===== src/rtl/operand_fetch_stage.sv =====
// Decode/operand-read stage: register bank, bypass/scoreboard hazard resolution,
// and a registered valid/ready packet stage toward the ALU with flush support.
module operand_fetch_stage #(
  parameter int REG_ADDRESS_SIZE = 5,
  parameter int REG_SIZE         = 32,
  parameter int ADDRESS_SIZE     = 32,
  parameter int NUM_BYPASS       = 3,
  parameter int STATIC_SIZE      = REG_ADDRESS_SIZE + 3 + ADDRESS_SIZE
) (
  input  logic                                     clk,
  input  logic                                     reset,
  input  logic                                     in_valid,
  output logic                                     in_ready,
  input  logic [REG_ADDRESS_SIZE-1:0]              addr_r1,
  input  logic [REG_ADDRESS_SIZE-1:0]              addr_r2,
  input  logic [REG_ADDRESS_SIZE-1:0]              addr_rd,
  input  logic                                     rd_we,
  input  logic                                     long_lat,
  input  logic [REG_SIZE-1:0]                      immediate,
  input  logic                                     imm_en,
  input  logic [STATIC_SIZE-1:0]                   static_in,
  input  logic [REG_ADDRESS_SIZE-1:0]              wb_addr,
  input  logic [REG_SIZE-1:0]                      wb_data,
  input  logic                                     wb_we,
  input  logic                                     wb_long,
  input  logic [NUM_BYPASS*(REG_ADDRESS_SIZE+2)-1:0] byp_d,
  input  logic [NUM_BYPASS*REG_SIZE-1:0]           byp_data,
  input  logic                                     flush,
  output logic                                     out_valid,
  input  logic                                     out_ready,
  output logic [REG_SIZE-1:0]                      out_operand1,
  output logic [REG_SIZE-1:0]                      out_operand2,
  output logic [REG_ADDRESS_SIZE-1:0]              out_addr_rd,
  output logic                                     out_rd_we,
  output logic                                     out_long_lat,
  output logic [STATIC_SIZE-1:0]                   out_static,
  output logic                                     stall
);

  localparam int DEPTH = 2 ** REG_ADDRESS_SIZE;
  localparam int BW    = REG_ADDRESS_SIZE + 2;

  logic [REG_SIZE-1:0]         r_bank [DEPTH];
  logic [DEPTH-1:0]            r_pending;
  logic                        r_out_valid;
  logic [REG_SIZE-1:0]         r_out_operand1;
  logic [REG_SIZE-1:0]         r_out_operand2;
  logic [REG_ADDRESS_SIZE-1:0] r_out_addr_rd;
  logic                        r_out_rd_we;
  logic                        r_out_long_lat;
  logic [STATIC_SIZE-1:0]      r_out_static;

  logic [REG_SIZE-1:0]         w_bank1;
  logic [REG_SIZE-1:0]         w_bank2;
  logic                        w_pend1;
  logic                        w_pend2;
  logic [REG_SIZE:0]           w_res1;
  logic [REG_SIZE:0]           w_res2;
  logic [REG_SIZE-1:0]         w_op2;
  logic                        w_hazard;
  logic                        w_in_ready;
  logic                        w_accept;
  logic [DEPTH-1:0]            w_pend_next;

  // Returns {hazard, data}. Scanning from the oldest source down lets source 0 win.
  function automatic logic [REG_SIZE:0] f_resolve(
    input logic [REG_ADDRESS_SIZE-1:0]   a,
    input logic [NUM_BYPASS*BW-1:0]      d,
    input logic [NUM_BYPASS*REG_SIZE-1:0] dat,
    input logic [REG_SIZE-1:0]           bank_val,
    input logic                          pend_hz
  );
    logic [REG_SIZE:0] res;
    res = {pend_hz, bank_val};
    for (int s = NUM_BYPASS - 1; s >= 0; s--) begin
      if (d[s*BW] && (d[s*BW+2 +: REG_ADDRESS_SIZE] == a))
        res = {~d[s*BW+1], dat[s*REG_SIZE +: REG_SIZE]};
    end
    return res;
  endfunction

  assign w_bank1 = (wb_we && (wb_addr == addr_r1)) ? wb_data : r_bank[addr_r1];
  assign w_bank2 = (wb_we && (wb_addr == addr_r2)) ? wb_data : r_bank[addr_r2];
  // A long-latency result landing this cycle satisfies its reader via write-through.
  assign w_pend1 = r_pending[addr_r1] & ~(wb_we & wb_long & (wb_addr == addr_r1));
  assign w_pend2 = r_pending[addr_r2] & ~(wb_we & wb_long & (wb_addr == addr_r2));

  assign w_res1 = f_resolve(addr_r1, byp_d, byp_data, w_bank1, w_pend1);
  assign w_res2 = f_resolve(addr_r2, byp_d, byp_data, w_bank2, w_pend2);
  assign w_op2  = imm_en ? immediate : w_res2[REG_SIZE-1:0];

  assign w_hazard = w_res1[REG_SIZE] | (~imm_en & w_res2[REG_SIZE]) |
                    (rd_we & long_lat & r_pending[addr_rd]);

  // Handshake: a transfer happens on a side only in a cycle where its valid and
  // ready are both high; out_* are stable while out_valid & ~out_ready.
  assign w_in_ready = ~reset & ~flush & ~w_hazard & (~r_out_valid | out_ready);
  assign w_accept   = in_valid & w_in_ready;

  assign in_ready     = w_in_ready;
  assign stall        = in_valid & ~w_in_ready;
  assign out_valid    = r_out_valid;
  assign out_operand1 = r_out_operand1;
  assign out_operand2 = r_out_operand2;
  assign out_addr_rd  = r_out_addr_rd;
  assign out_rd_we    = r_out_rd_we;
  assign out_long_lat = r_out_long_lat;
  assign out_static   = r_out_static;

  always_comb begin
    w_pend_next = r_pending;
    if (flush && r_out_valid && r_out_rd_we && r_out_long_lat)
      w_pend_next[r_out_addr_rd] = 1'b0;
    if (wb_we && wb_long)
      w_pend_next[wb_addr] = 1'b0;
    if (w_accept && rd_we && long_lat)
      w_pend_next[addr_rd] = 1'b1;
  end

  always_ff @(posedge clk) begin
    if (reset) begin
      for (int i = 0; i < DEPTH; i++) r_bank[i] <= '0;
    end else if (wb_we) begin
      r_bank[wb_addr] <= wb_data;
    end
  end

  always_ff @(posedge clk) begin
    if (reset) r_pending <= '0;
    else       r_pending <= w_pend_next;
  end

  always_ff @(posedge clk) begin
    if (reset) begin
      r_out_valid    <= 1'b0;
      r_out_operand1 <= '0;
      r_out_operand2 <= '0;
      r_out_addr_rd  <= '0;
      r_out_rd_we    <= 1'b0;
      r_out_long_lat <= 1'b0;
      r_out_static   <= '0;
    end else if (flush) begin
      r_out_valid <= 1'b0;
    end else if (w_accept) begin
      r_out_valid    <= 1'b1;
      r_out_operand1 <= w_res1[REG_SIZE-1:0];
      r_out_operand2 <= w_op2;
      r_out_addr_rd  <= addr_rd;
      r_out_rd_we    <= rd_we;
      r_out_long_lat <= long_lat;
      r_out_static   <= static_in;
    end else if (out_ready) begin
      r_out_valid <= 1'b0;
    end
  end

endmodule


===== config.mk =====
export PLATFORM = sky130hd
export DESIGN_NAME = operand_fetch_stage
export DESIGN_NICKNAME = d
export VERILOG_FILES = /design/src/rtl/operand_fetch_stage.sv
export SDC_FILE = /design/constraint.sdc
export NUM_CORES = 2
export LEC_CHECK = 0
export CAP_MARGIN = 20
export CORE_MARGIN = 5
export CORE_UTILIZATION = 45
export CTS_CLUSTER_SIZE = 30
export DETAILED_ROUTE_END_ITERATION = 12
export PLACE_DENSITY_LB_ADDON = 0.12
export SLEW_MARGIN = 20
export SYNTH_ARGS = -nofsm -noshare
export SYNTH_HDL_FRONTEND = slang
export SYNTH_SLANG_ARGS = --single-unit

===== constraint.sdc =====
create_clock -name clk -period 6.8 [get_ports clk]
set_input_delay 0.68 -clock clk [delete_from_list [all_inputs] [get_ports clk]]
set_output_delay 0.68 -clock clk [all_outputs]
set_load 0.005 [all_outputs]

# Yosys cells after proc, flatten, opt, wreduce, memory -nomap -nowiden
# Memory sizes are Yosys's and may differ from the RTL's.
# Cells that the tools add are included.
word_totals:
  inputBits: 251
  wordCells: 112
  regBits: 144
  n_memories: 1
  mem_bits_rw: 1024
  output_inout_bits: 114
  latchBits: 0
  rom_bits: 0
classes:
  mul: 0
  n_eq_ne: 8
  muxes: 34
  order_cmp: 8
  shift: 0
  reduce_logical: 21
  div: 0
  addsub: 0
  bitwise_logic: 32
mem_list:
  columns: ["memory", "depth", "width", "rd", "rd_clocked_by_memory_dff", "wr", "line", "source"]
  rows:
  - ["r_bank", 32, 32, 2, 0, 32, "43", "logic [REG_SIZE-1:0] r_bank [DEPTH];"]
op_table:
  columns: ["cell", "n"]
  rows:
  - ["2-to-1 mux 32 bit", 7]
  - ["2-to-1 mux 33 bit", 6]
  - ["bitwise AND 32 bit", 2]
  - ["inverter 32 bit", 2]
  - ["== test 5 bit", 8]
  - ["bitwise OR 32 bit", 1]
  - ["OR reduction 32 bit", 1]
  - ["less-than comparator 5 x 6 -> 1 bit, second input constant", 5]
  - ["logical AND 1 bit", 17]
  - ["binary-select mux 1 bit (select 5 bit)", 3]
  - ["demux 1 bit (select 5 bit)", 3]
  - ["greater-or-equal comparator 5 x 1 -> 1 bit, second input constant", 3]
  - ["2-to-1 mux 1 bit", 14]
  - ["bitwise AND 1 bit", 13]
  - ["inverter 1 bit", 11]
  - ["2-to-1 mux 5 bit", 1]
  - ["bitwise OR 1 bit", 3]
  - ["AND reduction 2 bit", 1]
  - ["nonzero test 2 bit", 1]
  - ["OR reduction 2 bit", 1]

# Longest topological paths before layout
logic_depth:
  word_depth: 17
  depth_mapped: 13
  depth_no_buf: 7

# Worst setup path after synthesis
# No wires, ideal clock.
synth_path:
  kind: "input to register"
  from: "in wb_addr[2]"
  to: "mem r_bank[6][0] (enable)"
  path_buffers: 3
  slack_ns: 2.217
  t_arrival_ns: 4.118
  stages: 5
  setup_time_ns: 0.466
  required_time_ns: 6.334
  cell_sequence: "clkbuf_1 or3b_2 clkbuf_1 clkbuf_1 o21ai_0"
synth_lines:
  columns: ["element", "line", "source"]
  rows:
  - ["start, declared", "22", "input logic [REG_ADDRESS_SIZE-1:0] wb_addr,"]
  - ["end, declared", "43", null]

# Worst setup path in the final report
layout_path:
  from: "in addr_r2[4]"
  to: "out in_ready"
layout_between:
  elab_chain_cells: 13
  word_cells_on_any_way: 21
  classes_between: "eq/ne (4); mux (5); bitwise (9); reduce/logical (3)"
layout_rtl:
  columns: ["element", "line", "source"]
  rows:
  - ["start, declared", "15", "input logic [REG_ADDRESS_SIZE-1:0] addr_r2,"]
  - ["parallel branches: the longest is 6 deep, another holds 2-to-1 mux 33 bit", null, null]
  - ["2-to-1 mux 33 bit *", "76", "if (d[s*BW] && (d[s*BW+2 +: REG_ADDRESS_SIZE] == a))"]
  - ["bitwise AND 1 bit *", "92", "assign w_hazard = w_res1[REG_SIZE] | (~imm_en & w_res2[REG_SIZE]) |"]
  - ["bitwise OR 1 bit * (2 in a row)", "92", null]
  - ["inverter 1 bit *", "97", "assign w_in_ready = ~reset & ~flush & ~w_hazard & (~r_out_valid | out_ready);"]
  - ["bitwise AND 1 bit * (2 in a row)", "97", null]
  - ["end, declared", "13", "output logic in_ready,"]
# Mark *: on every way between the ends. The select of a mux whose other input is x is not followed.

==> flow_summary.yaml <==
timing:
  final_max_slew_viol_count: 0
  finClkSkew_ns: 0.01772
  fin_tns_setup_ns: 0
  relSlewSlack_pct: 19.82
  fin_ws_ns: 1.832
  fmax_mhz: 201.3
  period_share_pct: 73.06
  fin_crit_ns: 4.968
  setup_viol: 0
  hold_viol: 0
  rsz0062_at_grt: "no"
  worst_slew_pin_slew_ns: 1.198
synth:
  async_reset_ff_share_pct: 0
  syn_nets: 4817
  synth-edff-count: 1024
  yosysTopAreaCellShare_pct: 48.14
  yosys.area_share.adder_pct: 0
  synthCells: 4566
  synth_common_cells: "edfxtp_1, and2_1, mux4_2, clkbuf_1, mux2i_1"
  synth-compound-area-share_pct: 6.239
  ys_seq_area_share_pct: 52.66
  synth_xor_area_share_pct: 0.5485
  ys_ff_latch: 1168
  synth_flop_cell: "edfxtp_1"
  yosys_warnings: 0
  synth_top_family_by_area: "multiplexers"
  synth_cell_types: 64
  synth-simple-area-share_pct: 13.62
  syn_area_um2: 63870
  muxShareOfSynthArea_pct: 23.54
  synthTopCellsByArea: "edfxtp_1, mux4_2, and2_1"
  synth.most_common_cell: "edfxtp_1"
  avgSynthCellArea_um2: 13.99
  yosys.area.top_type: "edfxtp_1"
hold_path:
  hp-class: "in2reg"
  min_from: "reset"
outcome:
  status: "complete, no violations"
final_layout:
  drive_gt1_share_pct: 22.41
  nFillCells: 11870
  finalCoreUtilization_pct: 52.44
  nets: 4971
  instances_no_fill: 6728
  area_growth_syn_to_layout_pct: 15.96
pwr:
  power_density_nw_per_um2: 243.0
  peakVddDrop_v: 0.0002513
  leakagePower_nw: 25.36
clocking:
  clk_pin_slew_worst_paths_ns: 0.05
  h-tree-depth: 4
  insertion_delay_ns: 0.78
  cts.sinks: 1168
  cts_root_buffer: "clkbuf_16"
  cts_tree: "yes"
  cts_setup_buffers: 0
  cts_resized: 0
  cts_made_buffers: 136
  clock_path_buffers: 3
  hold_buffers: 0
worst_setup_path:
  critPathLaunchType: "primary input"
  timing.rr.end: "out_operand2[6]"
  r2r_slack_ns: 3.75
  critical_path_arrival_ns: 4.29
  critPathRequiredTime_ns: 6.12
  worstSetupPathType: "in2out"
  crit_path_max_fanout: 34
  endpoint_kind: "primary output"
  setup.worst_path.end: "in_ready"
  startpoint: "addr_r2[4]"
  worst_r2r_path_depth: 8
  regToRegStartpoint: "r_pending[19]"
die:
  core_um2: 141200
  die_w_um: 386.7
  num_rows: 138
  initial_core_util_pct: 45.22
  die_area_um2: 149600
  die_y_um: 386.7
  ios: 365
grt:
  grt_pass1_wl_um: 344500
  gr-total-overflow: 0
  grt_max_degree: 124
  grt_use_total_pct: 32.33
  grt_pass1_vias: 44250
  antenna_found_initial: 23
routing:
  vias: 44980
  wire_per_inst_um: 36.75
  ant_nets: 0
  drcViolationCount: 0
  first_pass_iters: 8
  drt_iter0_markers: 6250
  viasPerCell: 6.686
  routed_wl_um: 247200
placement:
  port_buffers: 364
  place_ws_ns: 1.877
  gp_congestion: 0.9298
  dp_cells: 6471
  dp_hpwl_um: 154800
run:
  maxCapViolCount: 0
critical path, stage by stage:
cell and delay, ns:
buf_2 0.10, buf_4 0.55, xor2_1 0.13, nor4_1 0.59, a31o_2 0.26, buf_4 0.43, a21oi_1 0.13, a311oi_2 0.29
nand3_1 0.15, nor2_1 0.37, clkdlybuf4s50_1 0.58
layer usage:
layer,track usage [%],wire (um)
met5,0.1276,28
met4,14.38,12800
met3,9.053,28440
met2,49.06,110400
met1,43.71,95560
worst min path at each step:
stage,end,cells past startpoint
2_1_floorplan,out_operand1[0],2
3_3_place_gp,out_operand1[5],2
3_5_place_dp,out_operand1[14],2
4_1_cts,out_static[32],3
5_1_grt,out_addr_rd[4],3
6_report,out_static[24],3
area by class of cell:
class	instances	area, um2	share of cell area, %
Tap cell	1890	2365	3.193
Clock buffer	196	3866	5.220
Timing Repair Buffer	529	5081	6.860
Inverter	10	42.54	0.05744
Antenna cell	9	22.52	0.03041
Clock inverter	51	380.4	0.5136
Multi-Input combinational cell	2875	28670	38.72
Sequential cell	1168	33630	45.41
registers in the layout (all words and copies together) (netlist names):
name          count
out_valid         1
out_rd_we         1
out_static       40
out_operand1     32
out_long_lat      1
r_pending        32
out_addr_rd       5
out_operand2     32
r_bank         1024
through the flow:
stage                     hold WS [ns]  power [W]  cell area [um2]
after floorplan                 0.4544   0.009823            63870
after global placement          0.4483    0.01093            69680
after CTS                       0.3978    0.01804            74020
after global routing            0.4407    0.01845            74040
final                           0.4469    0.01800            74060
after detailed placement        0.4559    0.01096            69770
cell usage in the layout, fill, tap and decap left out, types with 10 or more instances in the layout:
cell type        count
xor2_1              25
nor2b_1             82
xnor2_1             15
mux2i_1            212
a211o_1             32
or2_2               19
clkinv_1            23
nand2b_1            10
clkdlybuf4s50_1    350
nor2_1              61
nand3_1             16
o221ai_1           114
mux2_2              83
clkbuf_8            11
a221oi_1            43
o21ai_4             32
o31ai_1             44
dfxtp_1            144
nor4b_1             35
nand2_1             90
a31oi_1             14
o2111ai_1           27
a22oi_1             21
or3_1               36
mux4_2             532
buf_12              10
clkbuf_1            43
edfxtp_1          1024
clkinv_2            15
o21ai_0             10
o22ai_1             93
nor3_1              67
a21oi_1             74
buf_4              154
and2_1             968
clkbuf_16          142
nor2_4              19
nor2_2              16
power breakdown:
| part | switching [W] | internal, W |
|---|---|---|
| logic | 0.00145 | 0.00105 |
| clock network | 0.00303 | 0.00410 |
| registers | 0.000197 | 0.00816 |
| total | 0.00468 | 0.0133 |
cell families after synthesis:
group,after synthesis
xor+xnor,40
flops,1168
mux,827
simple gates,1465
compound gates,543
buf+inv,523
No activity file was read; power rests on OpenSTA's default activity.
